File: config.mk
export PLATFORM = sky130hd
export DESIGN_NAME = sample_unpacker
export DESIGN_NICKNAME = d
export VERILOG_FILES = /design/src/rtl/sample_unpacker_pkg.sv /design/src/rtl/sample_unpacker_bit_buffer.sv /design/src/rtl/sample_unpacker.sv
export SDC_FILE = /design/constraint.sdc
export NUM_CORES = 1
export LEC_CHECK = 0
export ABC_AREA = 1
export CAP_MARGIN = 10
export CORE_MARGIN = 2
export CORE_UTILIZATION = 45
export DETAILED_ROUTE_END_ITERATION = 8
export PLACE_DENSITY = 0.71
export SLEW_MARGIN = 15
export SYNTH_ARGS = -nofsm -noshare
export SYNTH_HDL_FRONTEND = slang
export SYNTH_HIERARCHICAL = 1
export SYNTH_SLANG_ARGS = --single-unit
File: constraint.sdc
create_clock -name clk -period 3.46 [get_ports clk]
set_input_delay 0.692 -clock clk [delete_from_list [all_inputs] [get_ports clk]]
set_output_delay 0.692 -clock clk [all_outputs]
set_load 0.05 [all_outputs]
File: src/rtl/sample_unpacker_pkg.sv
// Shared types and constants for the mode-0 sample unpacker.
package sample_unpacker_pkg;

    typedef enum logic {
        ST_SYNC = 1'b0,
        ST_RUN  = 1'b1
    } state_e;

    localparam int unsigned SAMPLE_SET_BITS       = 12;
    localparam int unsigned WORD_BITS             = 16;
    localparam int unsigned WORDS_PER_PACKET_DFLT = 720;

endpackage

File: src/rtl/sample_unpacker_bit_buffer.sv
// Bit buffer: appends 16-bit words MSB-first, drains 12-bit sample sets, flags overflow.
module bit_buffer
    import sample_unpacker_pkg::*;
#(
    parameter int unsigned BUF_BITS = 48
) (
    input  logic                       clk,
    input  logic                       reset_n,
    input  logic                       flush_i,
    input  logic                       push_i,
    input  logic [WORD_BITS-1:0]       word_i,
    output logic                       ovf_c,
    output logic                       valid_o,
    output logic [SAMPLE_SET_BITS-1:0] samples_o
);

    localparam int unsigned LVL_W    = $clog2(BUF_BITS + 1);
    localparam int unsigned SUM_W    = LVL_W + 1;
    localparam int unsigned PAD_BITS = BUF_BITS - WORD_BITS;

    logic [BUF_BITS-1:0]        buf_q, buf_d, shifted, word_ext;
    logic [LVL_W-1:0]           level_q, level_d, level_post;
    logic                       drain;
    logic                       valid_q;
    logic [SAMPLE_SET_BITS-1:0] samples_q;

    // Drain works on pre-append contents; the new word lands just below what remains.
    always_comb begin
        drain      = level_q >= LVL_W'(SAMPLE_SET_BITS);
        shifted    = drain ? (buf_q << SAMPLE_SET_BITS) : buf_q;
        level_post = drain ? (level_q - LVL_W'(SAMPLE_SET_BITS)) : level_q;
        word_ext   = {word_i, PAD_BITS'(0)} >> level_post;
        ovf_c      = push_i &&
                     ((SUM_W'(level_post) + SUM_W'(WORD_BITS)) > SUM_W'(BUF_BITS));
        buf_d      = shifted;
        level_d    = level_post;
        if (flush_i) begin
            buf_d   = '0;
            level_d = '0;
        end else if (push_i && !ovf_c) begin
            buf_d   = shifted | word_ext;
            level_d = level_post + LVL_W'(WORD_BITS);
        end
    end

    // Output register mirrors the set that is drained during the following cycle.
    always_ff @(posedge clk or negedge reset_n) begin
        if (!reset_n) begin
            buf_q     <= '0;
            level_q   <= '0;
            valid_q   <= 1'b0;
            samples_q <= '0;
        end else begin
            buf_q     <= buf_d;
            level_q   <= level_d;
            valid_q   <= level_d >= LVL_W'(SAMPLE_SET_BITS);
            samples_q <= buf_d[BUF_BITS-1 -: SAMPLE_SET_BITS];
        end
    end

    assign valid_o   = valid_q;
    assign samples_o = samples_q;

endmodule

File: src/rtl/sample_unpacker.sv
// Mode-0 word stream to sample-set unpacker with packet framing and sticky error flags.
// Optional SAMPLE_UNPACKER_STATS_EN adds packet and sample counters.
module sample_unpacker
    import sample_unpacker_pkg::*;
#(
    parameter int unsigned WORDS_PER_PACKET = WORDS_PER_PACKET_DFLT,
    parameter int unsigned BUF_BITS         = 48
) (
    input  logic                       clk,
    input  logic                       reset_n,
    input  logic [WORD_BITS-1:0]       in_data,
    input  logic                       in_en,
    input  logic                       in_packet_end,
    input  logic                       err_clear,
    output logic                       out_valid,
    output logic [SAMPLE_SET_BITS-1:0] out_samples,
    output logic                       synced,
    output logic                       frame_err,
    output logic                       ovf_err
`ifdef SAMPLE_UNPACKER_STATS_EN
    ,
    output logic [15:0]                packet_count,
    output logic [31:0]                sample_count
`endif
);

    localparam int unsigned CNT_W = $clog2(WORDS_PER_PACKET);
    localparam logic [CNT_W-1:0] LAST_WORD = CNT_W'(WORDS_PER_PACKET - 1);

    state_e           state_q, state_d;
    logic [CNT_W-1:0] cnt_q, cnt_d;
    logic             flush, push, frame_set, ovf_c;
    logic             synced_q, frame_err_q, ovf_err_q;
`ifdef SAMPLE_UNPACKER_STATS_EN
    logic             pkt_ok;
    logic [15:0]      pkt_cnt_q;
    logic [31:0]      smp_cnt_q;
`endif

    // Framing FSM: SYNC discards and flushes until a packet end; RUN counts words.
    always_comb begin
        state_d   = state_q;
        cnt_d     = cnt_q;
        flush     = 1'b0;
        push      = 1'b0;
        frame_set = 1'b0;
`ifdef SAMPLE_UNPACKER_STATS_EN
        pkt_ok    = 1'b0;
`endif
        case (state_q)
            ST_SYNC: begin
                flush = 1'b1;
                if (in_en && in_packet_end) begin
                    state_d = ST_RUN;
                    cnt_d   = '0;
                end
            end
            ST_RUN: begin
                if (in_en) begin
                    if (in_packet_end && (cnt_q == LAST_WORD)) begin
                        push  = 1'b1;
                        cnt_d = '0;
`ifdef SAMPLE_UNPACKER_STATS_EN
                        pkt_ok = 1'b1;
`endif
                    end else if (in_packet_end || (cnt_q == LAST_WORD)) begin
                        frame_set = 1'b1;
                        flush     = 1'b1;
                        state_d   = ST_SYNC;
                        cnt_d     = '0;
                    end else begin
                        push  = 1'b1;
                        cnt_d = cnt_q + CNT_W'(1);
                    end
                end
            end
        endcase
    end

    bit_buffer #(
        .BUF_BITS (BUF_BITS)
    ) u_bit_buffer (
        .clk       (clk),
        .reset_n   (reset_n),
        .flush_i   (flush),
        .push_i    (push),
        .word_i    (in_data),
        .ovf_c     (ovf_c),
        .valid_o   (out_valid),
        .samples_o (out_samples)
    );

    // A new error in the same cycle as err_clear keeps the flag set.
    always_ff @(posedge clk or negedge reset_n) begin
        if (!reset_n) begin
            state_q     <= ST_SYNC;
            cnt_q       <= '0;
            synced_q    <= 1'b0;
            frame_err_q <= 1'b0;
            ovf_err_q   <= 1'b0;
        end else begin
            state_q     <= state_d;
            cnt_q       <= cnt_d;
            synced_q    <= (state_d == ST_RUN);
            frame_err_q <= frame_set | (frame_err_q & ~err_clear);
            ovf_err_q   <= ovf_c | (ovf_err_q & ~err_clear);
        end
    end

    assign synced    = synced_q;
    assign frame_err = frame_err_q;
    assign ovf_err   = ovf_err_q;

`ifdef SAMPLE_UNPACKER_STATS_EN
    always_ff @(posedge clk or negedge reset_n) begin
        if (!reset_n) begin
            pkt_cnt_q <= '0;
            smp_cnt_q <= '0;
        end else if (err_clear) begin
            pkt_cnt_q <= '0;
            smp_cnt_q <= '0;
        end else begin
            pkt_cnt_q <= pkt_cnt_q + 16'(pkt_ok);
            smp_cnt_q <= smp_cnt_q + 32'(out_valid);
        end
    end

    assign packet_count = pkt_cnt_q;
    assign sample_count = smp_cnt_q;
`endif

endmodule
## Word-level counts from Yosys, hierarchy flattened

Cells that the tools add are included.

- $add $sub $neg: 4
- $mul: 0
- Divide/modulo/power cells: 0
- Order comparisons: 3
- Equal/unequal tests: 3
- Shift operators: 1
- Mux-type cells: 23
- Bitwise operators: 7
- Reduce and logical (&&, ||, !) cells: 7

Operator list:

| cell | number |
|---|---|
| $mux W48 | 3 |
| $or A48 B48 Y48 | 1 |
| $shr A48 B6 Y48 | 1 |
| $mux W10 | 4 |
| $pmux W10 S2 | 1 |
| $mux W6 | 3 |
| $ge A6 B4 Y1 const B | 2 |
| $add A10 B1 Y10 const B | 1 |
| $eq A10 B10 Y1 const B | 1 |
| $mux W1 | 10 |
| $add A6 B5 Y7 const B | 1 |
| $gt A7 B6 Y1 const B | 1 |
| $add A6 B5 Y6 const B | 1 |
| $sub A6 B4 Y6 const B | 1 |
| $logic_and A1 B1 Y1 | 4 |
| $ne A2 B2 Y1 const B | 2 |
| $pmux W1 S2 | 2 |
| $and A1 B1 Y1 | 2 |
| $not A1 Y1 | 2 |
| $or A1 B1 Y1 | 2 |
| $reduce_and A2 Y1 | 1 |
| $logic_not A1 Y1 | 1 |
| $logic_or A1 B1 Y1 | 1 |

- Register bits: 80
- Bits in latches: 0
- RAM bits: 0
- Memory bits (read-only): 0
- Bits of input ports: 21
- Output and inout bits: 16
- Logic and storage cells: 56
- Memories: 0

## Longest topological paths before layout

Gate-level depths: netlist of run 1.

- Depth in word-level cells: 12
- Depth in mapped cells: 17
- Gate-level depth less buffers: 16

## Modules after synthesis

The synthesis of run 1 kept the hierarchy.

Modules (own cells, without submodules):

| module | times used | cells each | area an instance (um^2) | seq. area each (um^2) |
|---|---|---|---|---|
| bit_buffer | 1 | 638 | 4167.7 | 1376.3 |
| sample_unpacker | 1 | 97 | 803.3 | 325.3 |

## Worst setup path before layout of run 1

OpenSTA, ideal clock, no wires.

- Kind: register to register
- From: register u_bit_buffer.level_q[2]
- To: register u_bit_buffer.buf_q[28]
- Library setup time: 78 ps
- Arrival time: 2330 ps
- Required time: 3382 ps
- Setup slack: 1052 ps
- Cell stages (with the launch flop): 15
- Buffers on the path: 2
- Clock period less this slack: 2408 ps
- Path through: dfrtp_1 ha_1 inv_2 nand2_4 nand2_4 clkbuf_1 ha_1 nor3b_1 nand3_1 nand2_2 nand2_4 nor2_8 buf_4 nand2_1 a21oi_1

- Cells in the longest elaborated chain, start to end: 9
- Elaborated cells between the ends (all ways): 13
- Classes of those cells: add/sub: 2; order compare: 2; shift: 1; mux: 4; bitwise: 1; reduce/logical: 3

Ends and longest elaborated chain:

| item | line | text |
|---|---|---|
| start, declared | sample_unpacker_bit_buffer.sv:22 | `logic [LVL_W-1:0] level_q, level_d, level_post;` |
| start signal, assigned | sample_unpacker_bit_buffer.sv:55 | `level_q <= level_d;` |
| $sub A6 B4 Y6 or $ge A6 B4 Y1 (tied branches) | sample_unpacker_bit_buffer.sv:31, sample_unpacker_bit_buffer.sv:29 |  |
| $mux W6 | sample_unpacker_bit_buffer.sv:31 | `level_post = drain ? (level_q - LVL_W'(SAMPLE_SET_BITS)) : level_q;` |
| $add A6 B5 Y7 | sample_unpacker_bit_buffer.sv:34 | `((SUM_W'(level_post) + SUM_W'(WORD_BITS)) > SUM_W'(BUF_BITS));` |
| $gt A7 B6 Y1 | sample_unpacker_bit_buffer.sv:34 |  |
| $logic_and A1 B1 Y1 | sample_unpacker_bit_buffer.sv:33 | `ovf_c = push_i &&` |
| $logic_not A1 Y1 | sample_unpacker_bit_buffer.sv:40 | `end else if (push_i && !ovf_c) begin` |
| $logic_and A1 B1 Y1 | sample_unpacker_bit_buffer.sv:40 |  |
| $mux W48 * | sample_unpacker_bit_buffer.sv:40 |  |
| $mux W48 * | sample_unpacker_bit_buffer.sv:37 | `if (flush_i) begin` |
| via u_bit_buffer.buf_d[28] | sample_unpacker_bit_buffer.sv:21 | `logic [BUF_BITS-1:0] buf_q, buf_d, shifted, word_ext;` |
| end signal, assigned | sample_unpacker_bit_buffer.sv:54 | `buf_q <= buf_d;` |
| end, declared | sample_unpacker_bit_buffer.sv:21 |  |

Mark *: on every way through the listed nets, which the timed path passes. The rest lies on a longest branch.
A chain may end at the register's enable or synchronous reset.

## Worst setup path in the final report of run 1

- From: register cnt_q[0]
- To: register u_bit_buffer.buf_q[32]

- Cells in the longest elaborated chain, start to end: 11
- Elaborated cells between the ends (all ways): 16
- Classes of those cells: eq/ne: 1; mux: 10; reduce/logical: 5

Ends and longest elaborated chain:

| item | line | text |
|---|---|---|
| start, declared | sample_unpacker.sv:31 | `logic [CNT_W-1:0] cnt_q, cnt_d;` |
| start signal, assigned | sample_unpacker.sv:103 | `cnt_q <= cnt_d;` |
| $eq A10 B10 Y1 * | sample_unpacker.sv:60, sample_unpacker.sv:66 |  |
| $logic_or A1 B1 Y1 | sample_unpacker.sv:66 | `end else if (in_packet_end \|\| (cnt_q == LAST_WORD)) begin` |
| $mux W1 | sample_unpacker.sv:66 |  |
| $mux W1 * | sample_unpacker.sv:60 | `if (in_packet_end && (cnt_q == LAST_WORD)) begin` |
| $mux W1 * | sample_unpacker.sv:59 | `if (in_en) begin` |
| $mux W1 * | sample_unpacker.sv:50 | `case (state_q)` |
| via push | sample_unpacker.sv:32 | `logic flush, push, frame_set, ovf_c;` |
| $logic_and A1 B1 Y1 | sample_unpacker_bit_buffer.sv:33 |  |
| $logic_not A1 Y1 | sample_unpacker_bit_buffer.sv:40 |  |
| $logic_and A1 B1 Y1 * | sample_unpacker_bit_buffer.sv:40 |  |
| $mux W48 * | sample_unpacker_bit_buffer.sv:40 |  |
| $mux W48 * | sample_unpacker_bit_buffer.sv:37 |  |
| via u_bit_buffer.buf_d[32] | sample_unpacker_bit_buffer.sv:21 |  |

Marked as above.

==> summary.txt, run 1 <==
most common cell after layout, fill and taps aside: nand2_1
top library cells by usage in the layout, fill and taps aside: nand2_1, nand3_1, dfrtp_1
critical path launch point type: register
class of the most critical hold timing path: in -> async
Post-synth ARST share: 1.00
Final period util: 0.859
cell total after placement: 869
sort of element at the end of the critical path: register
first drt pass iteration count: 5
Max-slew headroom: 0.418
cell area power density: 428 nW/um^2
initial standard-cell utilization of the core: 0.461
crit-path max FO: 17
total die area: 11900 sq um
kind of critical path: reg -> reg
antenna viol nets, final: 0
violation count after the first detailed-routing iteration: 385
number of buffers added by the clock tree synthesis step: 9
Worst Reg2Reg Path Length in Cells: 12
clock buffer depth: 2
non-filler cells in the finished layout: 885
cell-by-cell trace of the critical path: ha_1 > nand3_2 > nor3_2 > inv_1 > ha_1 > nor3_1 > nand2_4 > inv_2 > nand2_1 > nor2_1 > nor2_1 > nor2_1
family of cells with the greatest summed delay on the critical path: simple AND/OR/NAND/NOR gates
highest achievable clock rate: 336 MHz
number of antenna violations at the first check in global routing: 0
die extent in y: 109 microns
wire length of the first global-routing pass: 20.8 mm
cell repeated most along the worst path: nor2_1
number of storage elements in the synthesis netlist: 68
worst setup skew after layout: 0.0111 ns
final slew viol count: 0
hold violation count in the final report: 0
critical-path cell with the highest stage delay: dfrtp_1
number of clock sinks: 68
arrival time of data at the critical path endpoint: 3.27 ns
Post-CTS Hold Buffers: 0
minimum period implied by the final worst setup slack: 2.97 ns
Via Count: 4738
reported leakage power: 2.62 nW
critical register-to-register path startpoint: cnt_q[0]$_DFFE_PN0P_
pre-CTS WS: 0.440 ns
area added between synthesis and finish: 9.77%
multi-input gate area in the final layout: 2770 sq um
final setup slack of the worst path: 0.487 ns
final-layout setup total negative slack: 0 ns
master cell of the clock root buffer: clkbuf_8
largest net degree at the start of global routing: 69
transition at the pin with the smallest max-transition slack: 0.872 ns
placement row count: 38
Die Span X: 109 microns
EDFF count, synth: 0
Seq pwr share: 0.377
Storage cell area: 1700 sq um
net load switching power: 0.971 mW
unrepaired setup endpoints after global routing: no
Reg clk slew, reported paths: 0.07 ns
average size of a mapped cell: 6.76 sq um
post-detailed-placement half-perimeter wirelength: 8.63 mm
Internal: 1.37 mW
worst flop-to-flop path endpoint: u_bit_buffer/buf_q[32]$_DFF_PN0_
Skew-Pair Late Insertion Delay: 0.36 ns
required time of the critical path: 3.76 ns
wire length per cell after detailed routing: 13.7 microns
power consumption: 2.34 mW
CTS tree: built
fill count: 1064
final core utilization: 0.506
count of input and output buffers: 36
number of buffers inserted by post-CTS setup repair: 0
biggest cell delay along the critical path: 0.53 ns
Reg2Reg Setup Slack: 0.49 ns
number of buffer and inverter stages on the critical path: 2
total congestion overflow after global routing: 0
maximum resistive drop on vdd: 0.000298 V
max-cap violation count: 0
weighted congestion reported at the end of routability-driven placement: 0.865
total detailed-routing wirelength: 12.1 mm
Logic pwr share: 0.374
clock share of power: 0.249
count of distinct cell types in the synthesized netlist: 38
total number of H-tree levels: 3
total number of nets in the final design: 767
post-synthesis sequential area ratio: 0.342
Synth Cell Area: 4970 sq um
switching share of total power: 0.416
run status: complete, no violations
Boundary Pins: 37
DRC errors left: 0
number of cells upsized or downsized after cts: 0
Finish-stage setup viols: 0
overall fraction of global-route tracks in use: 0.220
vias in the first global route: 4338
DP Area: 5290 sq um
final design instance area without fill: 5460 sq um
number of warning messages in the yosys log: 6
vias per cell: 5.35
Post-Route Hold Slack: 0.515 ns
floorplan core area: 10800 sq um
number of diodes added for antenna fixing: 0
synthesized instance count: 735
Synth Flop Type: dfrtp_1
Mapped Nets: 762
share of final-layout standard cells stronger than drive strength 1: 0.0631
[layer usage]
layer | track usage | vias to the layer above | wire, microns
met3 | 0.0424 | 16 | 511
li1 | - | 2374 | -
met2 | 0.375 | 118 | 5960
met4 | 0.0614 | 0 | 174
met1 | 0.284 | 2230 | 5470
met5 | 0 | - | 0
[cells by family after synthesis]
kind of cell / synth area share
AOI/OAI and AO/OA: 0.0878
xor gates and xnor gates: 0.00176
adders and majority gates: 0.0151
buffers and inverters: 0.0999
DFF: 0.342
muxes: 0.0604
and+or+nand+nor: 0.393
[worst max-delay path by stage]
stage	startpoint	end	slack [ns]	cells after the start
finish	cnt_q[0]$_DFFE_PN0P_	u_bit_buffer/buf_q[32]$_DFF_PN0_	0.49	12
global route	cnt_q[0]$_DFFE_PN0P_	u_bit_buffer/samples_o[10]$_DFF_PN0_	0.07	12
CTS	cnt_q[0]$_DFFE_PN0P_	u_bit_buffer/samples_o[10]$_DFF_PN0_	0.47	12
detailed placement	in_packet_end	u_bit_buffer/buf_q[47]$_DFF_PN0_	0.44	10
global placement	in_packet_end	u_bit_buffer/buf_q[47]$_DFF_PN0_	0.52	10
floorplan	u_bit_buffer/level_q[2]$_DFF_PN0_	u_bit_buffer/buf_q[28]$_DFF_PN0_	1.05	14
[synth_stat cells, types with 3 or more instances]
library cell,n,area share
nor2_4,4,0.0091
a21oi_1,39,0.039
o21ai_0,25,0.025
nor2_1,41,0.031
nor3_1,5,0.0050
inv_1,51,0.039
o21a_1,3,0.0045
nand2_4,3,0.0068
nand3_1,95,0.096
clkbuf_1,15,0.011
buf_1,4,0.0030
dfrtp_1,68,0.34
ha_1,6,0.015
nand4_1,8,0.010
buf_2,13,0.013
nand2_1,277,0.21
mux2i_1,30,0.060
inv_2,4,0.0030
buf_4,19,0.029
[sequential cells by signal (all words and copies together) (netlist names)]
register                count
ovf_err                     1
frame_err                   1
u_bit_buffer/buf_q         37
cnt_q                      10
u_bit_buffer/valid_o        1
u_bit_buffer/level_q        6
u_bit_buffer/samples_o     11
synced                      1
[layout make-up]
| class | instances | share of cell area |
|---|---|---|
| Tap cell | 140 | 0.0321 |
| Clock inverter | 5 | 0.00711 |
| Clock buffer | 11 | 0.0241 |
| Sequential cell | 68 | 0.312 |
| Inverter | 55 | 0.0378 |
| Timing Repair Buffer | 46 | 0.0789 |
| Multi-Input combinational cell | 560 | 0.508 |
[power by group through the flow]
| stage | clock, mW | combinational, mW | sequential (mW) |
|---|---|---|---|
| floorplan | 0 | 0.655 | 0.898 |
| global placement | 0 | 0.859 | 0.893 |
| detailed placement | 0 | 0.864 | 0.895 |
| CTS | 0.603 | 0.869 | 0.880 |
| global route | 0.637 | 0.972 | 0.887 |
| finish | 0.583 | 0.873 | 0.880 |
No activity file was read; power rests on OpenSTA's default activity.
==> run 2: changes to the inputs <==
Settings changed: CTS_BUF_LIST set to sky130_fd_sc_hd__clkbuf_2.
==> summary.txt, run 2 (same netlist as run 1, synthesis figures left out) <==
run status: complete, no violations
placement row count: 38 (unchanged)
class of the most critical hold timing path: in -> async
top sig layer: met4
reported leakage power: 2.60 nW (-0.82%)
Post-CTS Hold Buffers: 0 (unchanged)
master cell of the clock root buffer: clkbuf_2
required time of the critical path: 3.97 ns (+0.21 ns)
critical path launch point type: register
number of buffers added by the clock tree synthesis step: 9 (unchanged)
crit-path max FO: 17 (unchanged)
post-detailed-placement half-perimeter wirelength: 8.63 mm (unchanged)
worst setup skew after layout: 0.0282 ns (+0.0171 ns)
Finish-stage setup viols: 0 (unchanged)
count of input and output buffers: 36 (unchanged)
register with the highest flop count: u_bit_buffer/buf_q
Via Count: 4768 (+0.63%)
max-cap violation count: 0 (unchanged)
detailed-route wire length on metal 1: 5.50 mm (+0.62%)
number of antenna violations at the first check in global routing: 0 (unchanged)
wire length per cell after detailed routing: 13.6 microns (-0.42%)
cell total after placement: 869 (unchanged)
transition at the pin with the smallest max-transition slack: 0.866 ns (-0.00603 ns)
number of clock sinks: 68 (unchanged)
largest net degree at the start of global routing: 69 (unchanged)
Boundary Pins: 37 (unchanged)
Max-slew headroom: 0.422 (+0.00402)
minimum period implied by the final worst setup slack: 2.97 ns (+0.000769 ns)
arrival time of data at the critical path endpoint: 3.49 ns (+0.22 ns)
power consumption: 2.16 mW (-7.5%)
met2 wire length: 5.89 mm (-1.1%)
number of diodes added for antenna fixing: 0 (unchanged)
total congestion overflow after global routing: 0 (unchanged)
violation count after the first detailed-routing iteration: 357 (-7.3%)
Final period util: 0.860 (about the same)
number of cells upsized or downsized after cts: 0 (unchanged)
vias per cell: 5.39 (+0.63%)
number of buffers inserted by post-CTS setup repair: 0 (unchanged)
highest achievable clock rate: 336 MHz (about the same)
Die Span X: 109 microns (unchanged)
total number of H-tree levels: 3 (unchanged)
hold violation count in the final report: 0 (unchanged)
CTS tree: built
clock buffer depth: 2 (unchanged)
top library cells by usage in the layout, fill and taps aside: nand2_1, nand3_1, dfrtp_1
initial standard-cell utilization of the core: 0.461 (unchanged)
kind of critical path: reg -> reg
Skew-Pair Late Insertion Delay: 0.56 ns (+0.20 ns)
total number of nets in the final design: 767 (unchanged)
Reg clk slew, reported paths: 0.19 ns (+0.12 ns)
final-layout setup total negative slack: 0 ns (unchanged)
floorplan core area: 10800 sq um (unchanged)
unrepaired setup endpoints after global routing: no
overall fraction of global-route tracks in use: 0.219 (-0.000758)
wire length of the first global-routing pass: 20.7 mm (-0.33%)
total detailed-routing wirelength: 12.1 mm (-0.42%)
cell area power density: 402 nW/um^2 (-6.2%)
antenna viol nets, final: 0 (unchanged)
die extent in y: 109 microns (unchanged)
DRC errors left: 0 (unchanged)
Post-Route Hold Slack: 0.289 ns (-0.226 ns)
vias in the first global route: 4327 (-0.25%)
Reg2Reg Setup Slack: 0.49 ns (about the same)
max reg flops: 37 (unchanged)
share of final-layout standard cells stronger than drive strength 1: 0.0658 (+0.00268)
total length of routed met3 wires: 522 microns (+2.2%)
Worst Reg2Reg Path Length in Cells: 12 (unchanged)
area added between synthesis and finish: 8.23%
weighted congestion reported at the end of routability-driven placement: 0.865 (unchanged)
final slew viol count: 0 (unchanged)
maximum resistive drop on vdd: 0.000219 V (-26%)
non-filler cells in the finished layout: 885 (unchanged)
fill count: 1073 (+0.85%)
most common cell after layout, fill and taps aside: nand2_1
final core utilization: 0.498 (-0.00707)
total die area: 11900 sq um (unchanged)
sort of element at the end of the critical path: register
first drt pass iteration count: 5 (unchanged)
run 2: cell count changes in the layout (fill, tap and decap cells not counted):
cell      delta
clkbuf_1     -2
clkbuf_2    +11
clkbuf_8     -9
run 2: layout make-up:
cell class	count	area [sq um]	area share
multi-input combinational	560	2770	0.515
sequential	68	1700	0.316
timing repair buffer	46	430	0.0800
inverter	55	206	0.0384
tap	140	175	0.0326
clock buffer	11	55.1	0.0102
clock inverter	5	38.8	0.00721
run 2: stage by stage:
| step | cell area, sq um | setup WS [ns] |
|---|---|---|
| after CTS | 5380 | 0.465 |
| after floorplan | 4970 | 1.05 |
| after detailed placement | 5290 | 0.440 |
| after global routing | 5380 | 0.0590 |
| final | 5380 | 0.486 |
| after global placement | 5290 | 0.522 |
run 2: path summary, 6_finish.rpt:
path,endpoint,start
min reg2reg,ovf_err$_DFF_PN0_,ovf_err$_DFF_PN0_
max in group asynchronous,u_bit_buffer/samples_o[2]$_DFF_PN0_,reset_n
min in group clk,ovf_err$_DFF_PN0_,ovf_err$_DFF_PN0_
max,u_bit_buffer/samples_o[8]$_DFF_PN0_,cnt_q[0]$_DFFE_PN0P_
max reg2reg,u_bit_buffer/samples_o[8]$_DFF_PN0_,cnt_q[0]$_DFFE_PN0P_
min,u_bit_buffer/buf_q[29]$_DFF_PN0_,reset_n
run 2: worst max-delay path, cell delays in order (launching register included):
cell	delay (ns)
dfrtp_1	0.57
ha_1	0.27
nand3_2	0.14
nor3_2	0.28
inv_1	0.07
ha_1	0.29
nor3_1	0.47
nand2_4	0.16
inv_2	0.26
nand2_1	0.14
o21ai_0	0.16
nand2_1	0.06
inv_1	0.06
run 2: power by group:
part / total (mW) / internal, mW / switching [mW]
logic: 0.873 / 0.269 / 0.604
clock network: 0.408 / 0.103 / 0.305
registers: 0.881 / 0.835 / 0.0459
run 2: routing by layer:
layer | track usage | up-vias
met5 | 0 | -
met2 | 0.373 | 121
met4 | 0.0632 | 0
li1 | - | 2373
met3 | 0.0418 | 16
met1 | 0.283 | 2258
==> run 3: changes to the inputs <==
--- a/config.mk
+++ b/config.mk
@@ -9,3 +9,3 @@
 export CAP_MARGIN = 10
-export CORE_MARGIN = 2
+export CORE_MARGIN = 10
 export CORE_UTILIZATION = 45
==> constraint.sdc (replaced) <==
create_clock -name clk -period 3.46 [get_ports clk]
set_input_delay 0.519 -clock clk [delete_from_list [all_inputs] [get_ports clk]]
set_output_delay 0.519 -clock clk [all_outputs]
set_load 0.05 [all_outputs]
==> summary.txt, run 3 (same netlist as run 1, synthesis figures left out) <==
kind of critical path: reg -> reg
post-detailed-placement half-perimeter wirelength: 8.97 mm (+4.0%)
initial standard-cell utilization of the core: 0.459 (-0.00202)
Via Count: 4783 (+0.31%)
area added between synthesis and finish: 8.63%
number of cells upsized or downsized after cts: 0 (unchanged)
non-filler cells in the finished layout: 882 (-0.34%)
Die Span X: 125 microns (+15%)
CTS tree: built
worst flop-to-flop path endpoint: u_bit_buffer/samples_o[8]$_DFF_PN0_
pre-CTS WS: 0.536 ns (+0.0962 ns)
final design instance area without fill: 5400 sq um (+0.37%)
family of cells with the greatest summed delay on the critical path: simple AND/OR/NAND/NOR gates
Worst Reg2Reg Path Length in Cells: 12 (unchanged)
clock buffer depth: 2 (unchanged)
top library cells by usage in the layout, fill and taps aside: nand2_1, nand3_1, dfrtp_1
total congestion overflow after global routing: 0 (unchanged)
worst setup skew after layout: 0.0285 ns (+0.000330 ns)
minimum period implied by the final worst setup slack: 3.02 ns (+0.0458 ns)
biggest cell delay along the critical path: 0.55 ns (-0.02 ns)
Final period util: 0.873 (+0.0132)
total die area: 15700 sq um (+31%)
total number of H-tree levels: 3 (unchanged)
register with the highest flop count: u_bit_buffer/buf_q
number of buffers inserted by post-CTS setup repair: 0 (unchanged)
DRC errors left: 0 (unchanged)
reported leakage power: 2.60 nW (+0.16%)
DP Area: 5260 sq um (-0.43%)
violation count after the first detailed-routing iteration: 400 (+12%)
die extent in y: 125 microns (+15%)
critical-path cell with the highest stage delay: dfrtp_1
critical path launch point type: register
hold violation count in the final report: 0 (unchanged)
sort of element at the end of the critical path: register
maximum resistive drop on vdd: 0.000247 V (+13%)
arrival time of data at the critical path endpoint: 3.50 ns (about the same)
fill count: 1089 (+1.5%)
wire length of the first global-routing pass: 22.2 mm (+7.2%)
number of clock sinks: 68 (unchanged)
overall fraction of global-route tracks in use: 0.164 (-0.0556)
run status: complete, no violations
largest net degree at the start of global routing: 69 (unchanged)
number of buffer and inverter stages on the critical path: 3 (unchanged)
number of buffers added by the clock tree synthesis step: 9 (unchanged)
count of input and output buffers: 36 (unchanged)
antenna viol nets, final: 0 (unchanged)
highest achievable clock rate: 331 MHz (-1.5%)
number of antenna violations at the first check in global routing: 0 (unchanged)
final slew viol count: 0 (unchanged)
wire length per cell after detailed routing: 14.5 microns (+6.2%)
cell-by-cell trace of the critical path: ha_1 > nand3_2 > nor3_2 > inv_1 > ha_1 > nor3_1 > nand2_4 > inv_2 > nand2_1 > o21ai_0 > nand2_1 > inv_1
final-layout setup total negative slack: 0 ns (unchanged)
Finish-stage setup viols: 0 (unchanged)
worst setup path startpoint: cnt_q[0]$_DFFE_PN0P_
max-cap violation count: 0 (unchanged)
placement row count: 38 (unchanged)
unrepaired setup endpoints after global routing: no
total number of nets in the final design: 764 (-0.39%)
share of final-layout standard cells stronger than drive strength 1: 0.0620 (-0.00378)
Reg clk slew, reported paths: 0.20 ns (about the same)
total detailed-routing wirelength: 12.8 mm (+5.8%)
final setup slack of the worst path: 0.440 ns (-0.0458 ns)
transition at the pin with the smallest max-transition slack: 1.10 ns (+0.237 ns)
first drt pass iteration count: 5 (unchanged)
cell area power density: 425 nW/um^2 (+5.9%)
master cell of the clock root buffer: clkbuf_2
floorplan core area: 10800 sq um (+0.44%)
power consumption: 2.30 mW (+6.3%)
crit-path max FO: 17 (unchanged)
Boundary Pins: 37 (unchanged)
Reg2Reg Setup Slack: 0.44 ns (-0.05 ns)
Max-slew headroom: 0.263 (-0.159)
Skew-Pair Late Insertion Delay: 0.54 ns (-0.02 ns)
number of diodes added for antenna fixing: 0 (unchanged)
max reg flops: 37 (unchanged)
vias per cell: 5.42 (+0.66%)
weighted congestion reported at the end of routability-driven placement: 0.881 (+1.9%)
cell total after placement: 866 (-0.35%)
class of the most critical hold timing path: in -> async
critical register-to-register path startpoint: cnt_q[0]$_DFFE_PN0P_
most common cell after layout, fill and taps aside: nand2_1
Post-CTS Hold Buffers: 0 (unchanged)
vias in the first global route: 4686 (+8.3%)
required time of the critical path: 3.94 ns (-0.03 ns)
-- run 3: cell types whose count changed in the layout (fill, tap and decap cells not counted) --
cell	change
bufinv_16	+2
clkinv_4	-2
clkbuf_2	-2
clkinv_2	+2
buf_4	-3
-- run 3: report_power, final --
part | internal (mW) | switching, mW | total [mW]
registers | 0.835 | 0.0444 | 0.879
clock network | 0.236 | 0.308 | 0.545
logic | 0.263 | 0.610 | 0.873
-- run 3: layer usage --
metal | vias up | track usage | share of wire
met4 | 0 | 0.0522 | 0.018
met2 | 126 | 0.281 | 0.50
li1 | 2370 | - | -
met1 | 2260 | 0.200 | 0.44
met5 | - | 0 | 0
met3 | 27 | 0.0355 | 0.050
-- run 3: cell type report --
class	instances	area, sq um	area share
Clock buffer	9	45.0	0.00834
Clock inverter	7	91.3	0.0169
Inverter	55	206	0.0382
Multi-Input combinational cell	560	2770	0.513
Sequential cell	68	1700	0.315
Tap cell	140	175	0.0324
Timing Repair Buffer	43	408	0.0755
-- run 3: stage by stage --
step / utilization / hold slack (ns)
after floorplan: - / 0.223
after global placement: 0.486 / 0.499
after detailed placement: 0.486 / 0.498
after CTS: 0.498 / 0.151
after global routing: 0.498 / 0.156
final: 0.498 / 0.118
-- run 3: worst max path at each step --
stage	end	slack, ns	cells past startpoint
floorplan	u_bit_buffer/buf_q[28]$_DFF_PN0_	1.05	14
global placement	u_bit_buffer/samples_o[8]$_DFF_PN0_	0.66	10
detailed placement	u_bit_buffer/samples_o[8]$_DFF_PN0_	0.54	12
CTS	u_bit_buffer/samples_o[8]$_DFF_PN0_	0.45	12
global route	u_bit_buffer/samples_o[8]$_DFF_PN0_	0.13	12
finish	u_bit_buffer/samples_o[8]$_DFF_PN0_	0.44	12
